## src/rtl/calc1_port_responder_pkg.sv

```systemverilog
// Shared encodings for the calc1 request/response protocol.
// Commands, response codes and the responder's state constants live here.
package calc1_pkg;

    typedef logic [3:0] cmd_t;
    typedef logic [1:0] resp_t;
    typedef logic [1:0] state_t;

    localparam cmd_t CMD_NOP = 4'd0;
    localparam cmd_t CMD_ADD = 4'd1;
    localparam cmd_t CMD_SUB = 4'd2;
    localparam cmd_t CMD_SHL = 4'd5;
    localparam cmd_t CMD_SHR = 4'd6;

    localparam resp_t RESP_NONE     = 2'd0;
    localparam resp_t RESP_OK       = 2'd1;
    localparam resp_t RESP_ERR      = 2'd2;
    localparam resp_t RESP_INTERNAL = 2'd3;

    localparam state_t IDLE    = 2'd0;
    localparam state_t GET_OP2 = 2'd1;
    localparam state_t EXEC    = 2'd2;
    localparam state_t RESP    = 2'd3;

endpackage

```

## src/rtl/calc1_port_responder_if.sv

```systemverilog
// One calc1 requester channel: command/operand in, response/result/busy out.
// Data buses are numbered with bit 0 as the MSB.
interface calc1_port_responder_if
    import calc1_pkg::*;
#(
    parameter int DATA_W = 32
);

    cmd_t              req_cmd_in;
    logic [0:DATA_W-1] req_data_in;
    resp_t             out_resp;
    logic [0:DATA_W-1] out_data;
    logic              busy;

    modport master (
        output req_cmd_in,
        output req_data_in,
        input  out_resp,
        input  out_data,
        input  busy
    );

    modport slave (
        input  req_cmd_in,
        input  req_data_in,
        output out_resp,
        output out_data,
        output busy
    );

endinterface

```

## src/rtl/calc1_port_responder_alu.sv

```systemverilog
// Combinational calc1 datapath: add/sub/shift with an error flag for
// carry-out, borrow and unknown commands.
module calc1_alu
    import calc1_pkg::*;
#(
    parameter int DATA_W = 32
) (
    input  cmd_t              cmd,
    input  logic [0:DATA_W-1] op1,
    input  logic [0:DATA_W-1] op2,
    output logic [0:DATA_W-1] result,
    output logic              err
);

    logic [0:DATA_W] sum;
    logic [4:0]      shamt;

    always_comb begin
        result = '0;
        err    = 1'b0;
        sum    = {1'b0, op1} + {1'b0, op2};
        // Shift amount is the five least-significant bits, which sit at the high indices.
        shamt  = op2[DATA_W-5:DATA_W-1];
        case (cmd)
            CMD_ADD: begin
                if (sum[0]) err = 1'b1;
                else        result = sum[1:DATA_W];
            end
            CMD_SUB: begin
                if (op2 > op1) err = 1'b1;
                else           result = op1 - op2;
            end
            CMD_SHL: result = op1 << shamt;
            CMD_SHR: result = op1 >> shamt;
            default: err = 1'b1;
        endcase
    end

endmodule

```

## src/rtl/calc1_port_responder.sv

```systemverilog
// Single-channel calc1 responder: captures cmd+op1, then op2, waits LATENCY
// cycles in total and presents a one-cycle response with the result.
module calc1_port_responder
    import calc1_pkg::*;
#(
    parameter int LATENCY = 3,
    parameter int DATA_W  = 32
) (
    input logic                          c_clk,
    input logic                          reset,
    calc1_port_responder_if.slave        bus
);

    state_t            state;
    logic [3:0]        cnt;
    cmd_t              cmd_q;
    logic [0:DATA_W-1] op1_q;
    logic [0:DATA_W-1] op2_q;
    resp_t             resp_q;
    logic [0:DATA_W-1] data_q;

    logic [0:DATA_W-1] alu_op2;
    logic [0:DATA_W-1] alu_result;
    logic              alu_err;
    logic              enter_resp;

    // With LATENCY of 1 the result is formed in the op2 cycle, so op2 comes straight off the bus.
    assign alu_op2    = (state == GET_OP2) ? bus.req_data_in : op2_q;
    assign enter_resp = ((state == GET_OP2) && (LATENCY == 1)) ||
                        ((state == EXEC) && (cnt == 4'd1));

    calc1_alu #(.DATA_W(DATA_W)) u_alu (
        .cmd    (cmd_q),
        .op1    (op1_q),
        .op2    (alu_op2),
        .result (alu_result),
        .err    (alu_err)
    );

    always_ff @(posedge c_clk) begin
        if (reset) begin
            state  <= IDLE;
            cnt    <= '0;
            cmd_q  <= CMD_NOP;
            op1_q  <= '0;
            op2_q  <= '0;
            resp_q <= RESP_NONE;
            data_q <= '0;
        end else begin
            resp_q <= RESP_NONE;
            data_q <= '0;
            case (state)
                IDLE: begin
                    if (bus.req_cmd_in != CMD_NOP) begin
                        cmd_q <= bus.req_cmd_in;
                        op1_q <= bus.req_data_in;
                        state <= GET_OP2;
                    end
                end
                GET_OP2: begin
                    op2_q <= bus.req_data_in;
                    cnt   <= 4'(LATENCY - 1);
                    state <= (LATENCY == 1) ? RESP : EXEC;
                end
                EXEC: begin
                    cnt <= cnt - 4'd1;
                    if (cnt == 4'd1) state <= RESP;
                end
                RESP:    state <= IDLE;
                default: state <= IDLE;
            endcase
            if (enter_resp) begin
                resp_q <= alu_err ? RESP_ERR : RESP_OK;
                data_q <= alu_err ? '0 : alu_result;
            end
        end
    end

    assign bus.out_resp = resp_q;
    assign bus.out_data = data_q;
    assign bus.busy     = (state != IDLE);

endmodule
```

## src/flat_wrapper.sv

```systemverilog
// flat-port wrapper written by rule: the top's interface ports become plain ports
module calc1_port_responder_flat import calc1_pkg::*;
#(
    parameter int LATENCY = 3,
    parameter int DATA_W  = 32
)
  (c_clk, reset, bus_req_cmd_in, bus_req_data_in, bus_out_resp, bus_out_data, bus_busy);
  calc1_port_responder_if #(.DATA_W(DATA_W)) bus_i ();
  input logic c_clk;
  input logic reset;
  input wire logic [$bits(bus_i.req_cmd_in)-1:0] bus_req_cmd_in;
  input wire logic [$bits(bus_i.req_data_in)-1:0] bus_req_data_in;
  output wire logic [$bits(bus_i.out_resp)-1:0] bus_out_resp;
  output wire logic [$bits(bus_i.out_data)-1:0] bus_out_data;
  output wire logic [$bits(bus_i.busy)-1:0] bus_busy;
  assign bus_i.req_cmd_in = bus_req_cmd_in;
  assign bus_i.req_data_in = bus_req_data_in;
  assign bus_out_resp = bus_i.out_resp;
  assign bus_out_data = bus_i.out_data;
  assign bus_busy = bus_i.busy;
  calc1_port_responder #(.LATENCY(LATENCY), .DATA_W(DATA_W)) u_core (.c_clk(c_clk), .reset(reset), .bus(bus_i));
endmodule
```

## config.mk

```make
export PLATFORM = sky130hd
export DESIGN_NAME = calc1_port_responder_flat
export DESIGN_NICKNAME = d
export VERILOG_FILES = /design/src/rtl/calc1_port_responder_pkg.sv /design/src/rtl/calc1_port_responder_if.sv /design/src/rtl/calc1_port_responder_alu.sv /design/src/rtl/calc1_port_responder.sv /design/src/flat_wrapper.sv
export SDC_FILE = /design/constraint.sdc
export NUM_CORES = 1
export LEC_CHECK = 0
export ABC_CLOCK_PERIOD_IN_PS = 4400
export CAP_MARGIN = 30
export CORE_MARGIN = 1.5
export CORE_UTILIZATION = 55
export CTS_BUF_LIST = sky130_fd_sc_hd__clkbuf_4
export DETAILED_ROUTE_END_ITERATION = 7
export PLACE_DENSITY = 0.78
export SYNTH_ARGS = -nofsm -noshare
export SYNTH_HDL_FRONTEND = slang
export SYNTH_SLANG_ARGS = --single-unit
```

## constraint.sdc

```tcl
create_clock -name c_clk -period 4.4 [get_ports c_clk]
set_clock_uncertainty 0.15 [all_clocks]
set_input_delay 1.1 -clock c_clk [delete_from_list [all_inputs] [get_ports c_clk]]
set_output_delay 1.1 -clock c_clk [all_outputs]
set_load 0.02 [all_outputs]
```

==> flow_summary.ini <==
[outcome]
status = completed

[setup_path]
crit_start = bus_req_data_in[0]
rr_startpoint = u_core.state[1]
critPathSlowestCell = clkdlybuf4s50_1
crit_buf_inv = 2
path_cells = clkdlybuf4s50_1 -> mux2_4 -> ha_2 -> fa_2 -> a211oi_2 -> o21ai_1 -> o21ai_1 -> o21ai_1 -> buf_4 -> a311o_1 -> a21o_1 -> xnor2_1 -> or3_1 -> a31oi_1
crit_path_frequent_cell = o21ai_1
end_kind = flop
start_kind = input port
path_class = input port to flop
worstPathRequired_ns = 4.70
crit_arrival_ns = 4.42
critPathTopFamily = compound AO/OA/AOI/OAI gates
worstPathMaxFanout = 3
slowest_delay_ns = 0.43

[routing]
drc = 0
drt-initial-drc-count = 1430
ant_nets = 0
num_vias = 12700
wl_mm = 44.2
dr.pass1.iters = 6
wl_per_cell_um = 22.6
via_per_inst = 6.50

[clock_network]
cts_tree = built
cts_setup_buffers = 0
cts_made_buffers = 9
cts-hold-fix-buffers = 0
cts_resized = 0
cts-root-buf = clkbuf_4
clk_path_buf_depth = 2
cts_num_sinks = 108
clk_latency_ns = 0.53
clkTransAtPathRegs_ns = 0.20
htree_levels = 3

[power_and_ir_drop]
vdd_drop_max_uv = 423
power_mw = 9.80
p_per_area_mw_per_mm2 = 732
leakage_nw = 5.87

[timing]
fin_crit_sh_pct = 93.7
setup_viol = 0
final-max-slew-violation-count = 0
fin_ws_ns = 0.279
setup_tns_ns = 0
fin_crit_ns = 4.12
tightest_slew_ns = 0.848
rsz0062_at_grt = false
slew_headroom_pct = 42.9
hold_violations = 0
timing.fmax_mhz = 243

[logic_synthesis]
ys_seq_area_share_pct = 19.4
syn_area_mm2 = 0.0112
synth_top_cell_area_share_pct = 19.4
synthFlopType = dfxtp_1
ys_warn_count = 0
ys_ff_latch = 108
synth_cells = 1511
netlist_top_cells_area = dfxtp_1, mux2i_1, ha_1, nand2_1, a21oi_1
syn-num-nets = 1623
syn_area_per_cell_um2 = 7.39
async_reset_ff_share_pct = 0
synth_top_cell_by_area = dfxtp_1
synth_cell_type_count = 86
synth_edf_count = 0

[global_route]
grtUsageTotal_pct = 41.1
grt_util_met3_pct = 6.77
grt_pass1_vias = 11900
globalRouteOverflowTotal = 0
globalRouteMet2Util_pct = 63.6
grt_start_max_net_pins = 75
top_usage_layer = met2
antenna_found_initial = 1
grt_pass1_wl_mm = 67.9
grt_util_met1_pct = 55.2

[job]
drv_cap = 0

[placed_design]
post-place-ws_ns = -0.210
port-buffer-count = 72
place_area_mm2 = 0.0132
hpwl_mm = 34.2
finalWeightedCongestion = 1.05

[floorplanning]
die_area_mm2 = 0.0212
pin_count = 73
fp.dieH_um = 145
start_util_pct = 56.6
placementRows = 51
coreArea_mm2 = 0.0197
die_w_um = 145

[cells_and_area]
num-nets-final = 1798
area_delta_synth_final_pct = 19.9
fill_cells = 1710
seqCellArea_mm2 = 0.00216
drive_gt1_share_pct = 15.7
final_common_cell = buf_4
final_cell_mix = buf_4, nand2_1, mux2i_1
multiInputGateArea_mm2 = 0.00825
postLayoutCoreUtil_pct = 67.9
stdcell_area_mm2 = 0.0134

[hold_path]
hp-start = u_core.cnt[2]
hold_class = flop to flop
cell usage after synthesis (all sizes together) (17+ instances only):
library cell and instances:
a211oi 21, a21oi 146, a22oi 19, a31oi 31, buf 50, clkbuf 56, dfxtp 108, ha 73
inv 70, mux2i 159, nand2 193, nand3 31, nor2 153, nor3 49, nor4 17, o21ai 62
o22ai 24, xnor2 24
worst paths after layout:
check / endpoint / slack [ns] / cells after the start
worst max-delay path: u_core.bus.out_data[1] / 0.28 / 14
worst min-delay path: u_core.cnt[2] / 0.34 / 2
worst max register to register: u_core.bus.out_data[1] / 0.29 / 16
worst min register to register: u_core.cnt[2] / 0.34 / 2
metrics by stage:
stage | std cells | hold WS [ns]
floorplan | 1511 | 0.297
global placement | 1939 | 0.314
detailed placement | 1939 | 0.326
CTS | 1954 | 0.348
global route | 1957 | 0.382
finish | 1957 | 0.343
state kept, by name, indices dropped and copies added, names as in the netlist:
name	count
u_core.bus.out_data	32
u_core.op1_q	32
u_core.op2_q	32
u_core.cmd_q	4
u_core.cnt	4
u_core.bus.out_resp	2
u_core.state	2
worst min-delay path: stages, from the launching register on:
cell and delay [ns]:
dfxtp_1 0.37, nand2_1 0.06, a21oi_1 0.05
area by class of cell:
cell class | instances | area share, %
Multi-Input combinational cell | 1227 | 61.6
Clock inverter | 5 | 0.318
Sequential cell | 108 | 16.1
Timing Repair Buffer | 270 | 16.9
Antenna cell | 2 | 0.0374
Tap cell | 265 | 2.48
Inverter | 70 | 1.98
Clock buffer | 10 | 0.561
metal layers:
metal  routed length [um]  part of all wire (%)  vias up
met2                19300                    44      760
met4                 2160                   4.9        0
met5                    0                     0        -
met3                 4580                    10      141
met1                18200                    41     5974
li1                     -                     -     5841
logic make-up after synthesis:
kind of cell | after synthesis | share of synthesized area [%]
buffers and inverters | 176 | 7.08
muxes | 170 | 16.5
and+or+nand+nor | 514 | 20.5
adders and majority gates | 74 | 8.36
DFF | 108 | 19.4
xor gates and xnor gates | 27 | 2.12
AOI/OAI and AO/OA | 442 | 26.1
power by group:
| part | leakage (nW) | internal (mW) | switching, mW | total, mW |
|---|---|---|---|---|
| sequential | 0.882 | 1.14 | 0.296 | 1.44 |
| combinational | 4.93 | 3.20 | 4.63 | 7.83 |
| clock | 0.0643 | 0.128 | 0.399 | 0.527 |
| total | 5.87 | 4.47 | 5.33 | 9.80 |
No activity file was read; power rests on OpenSTA's default activity.
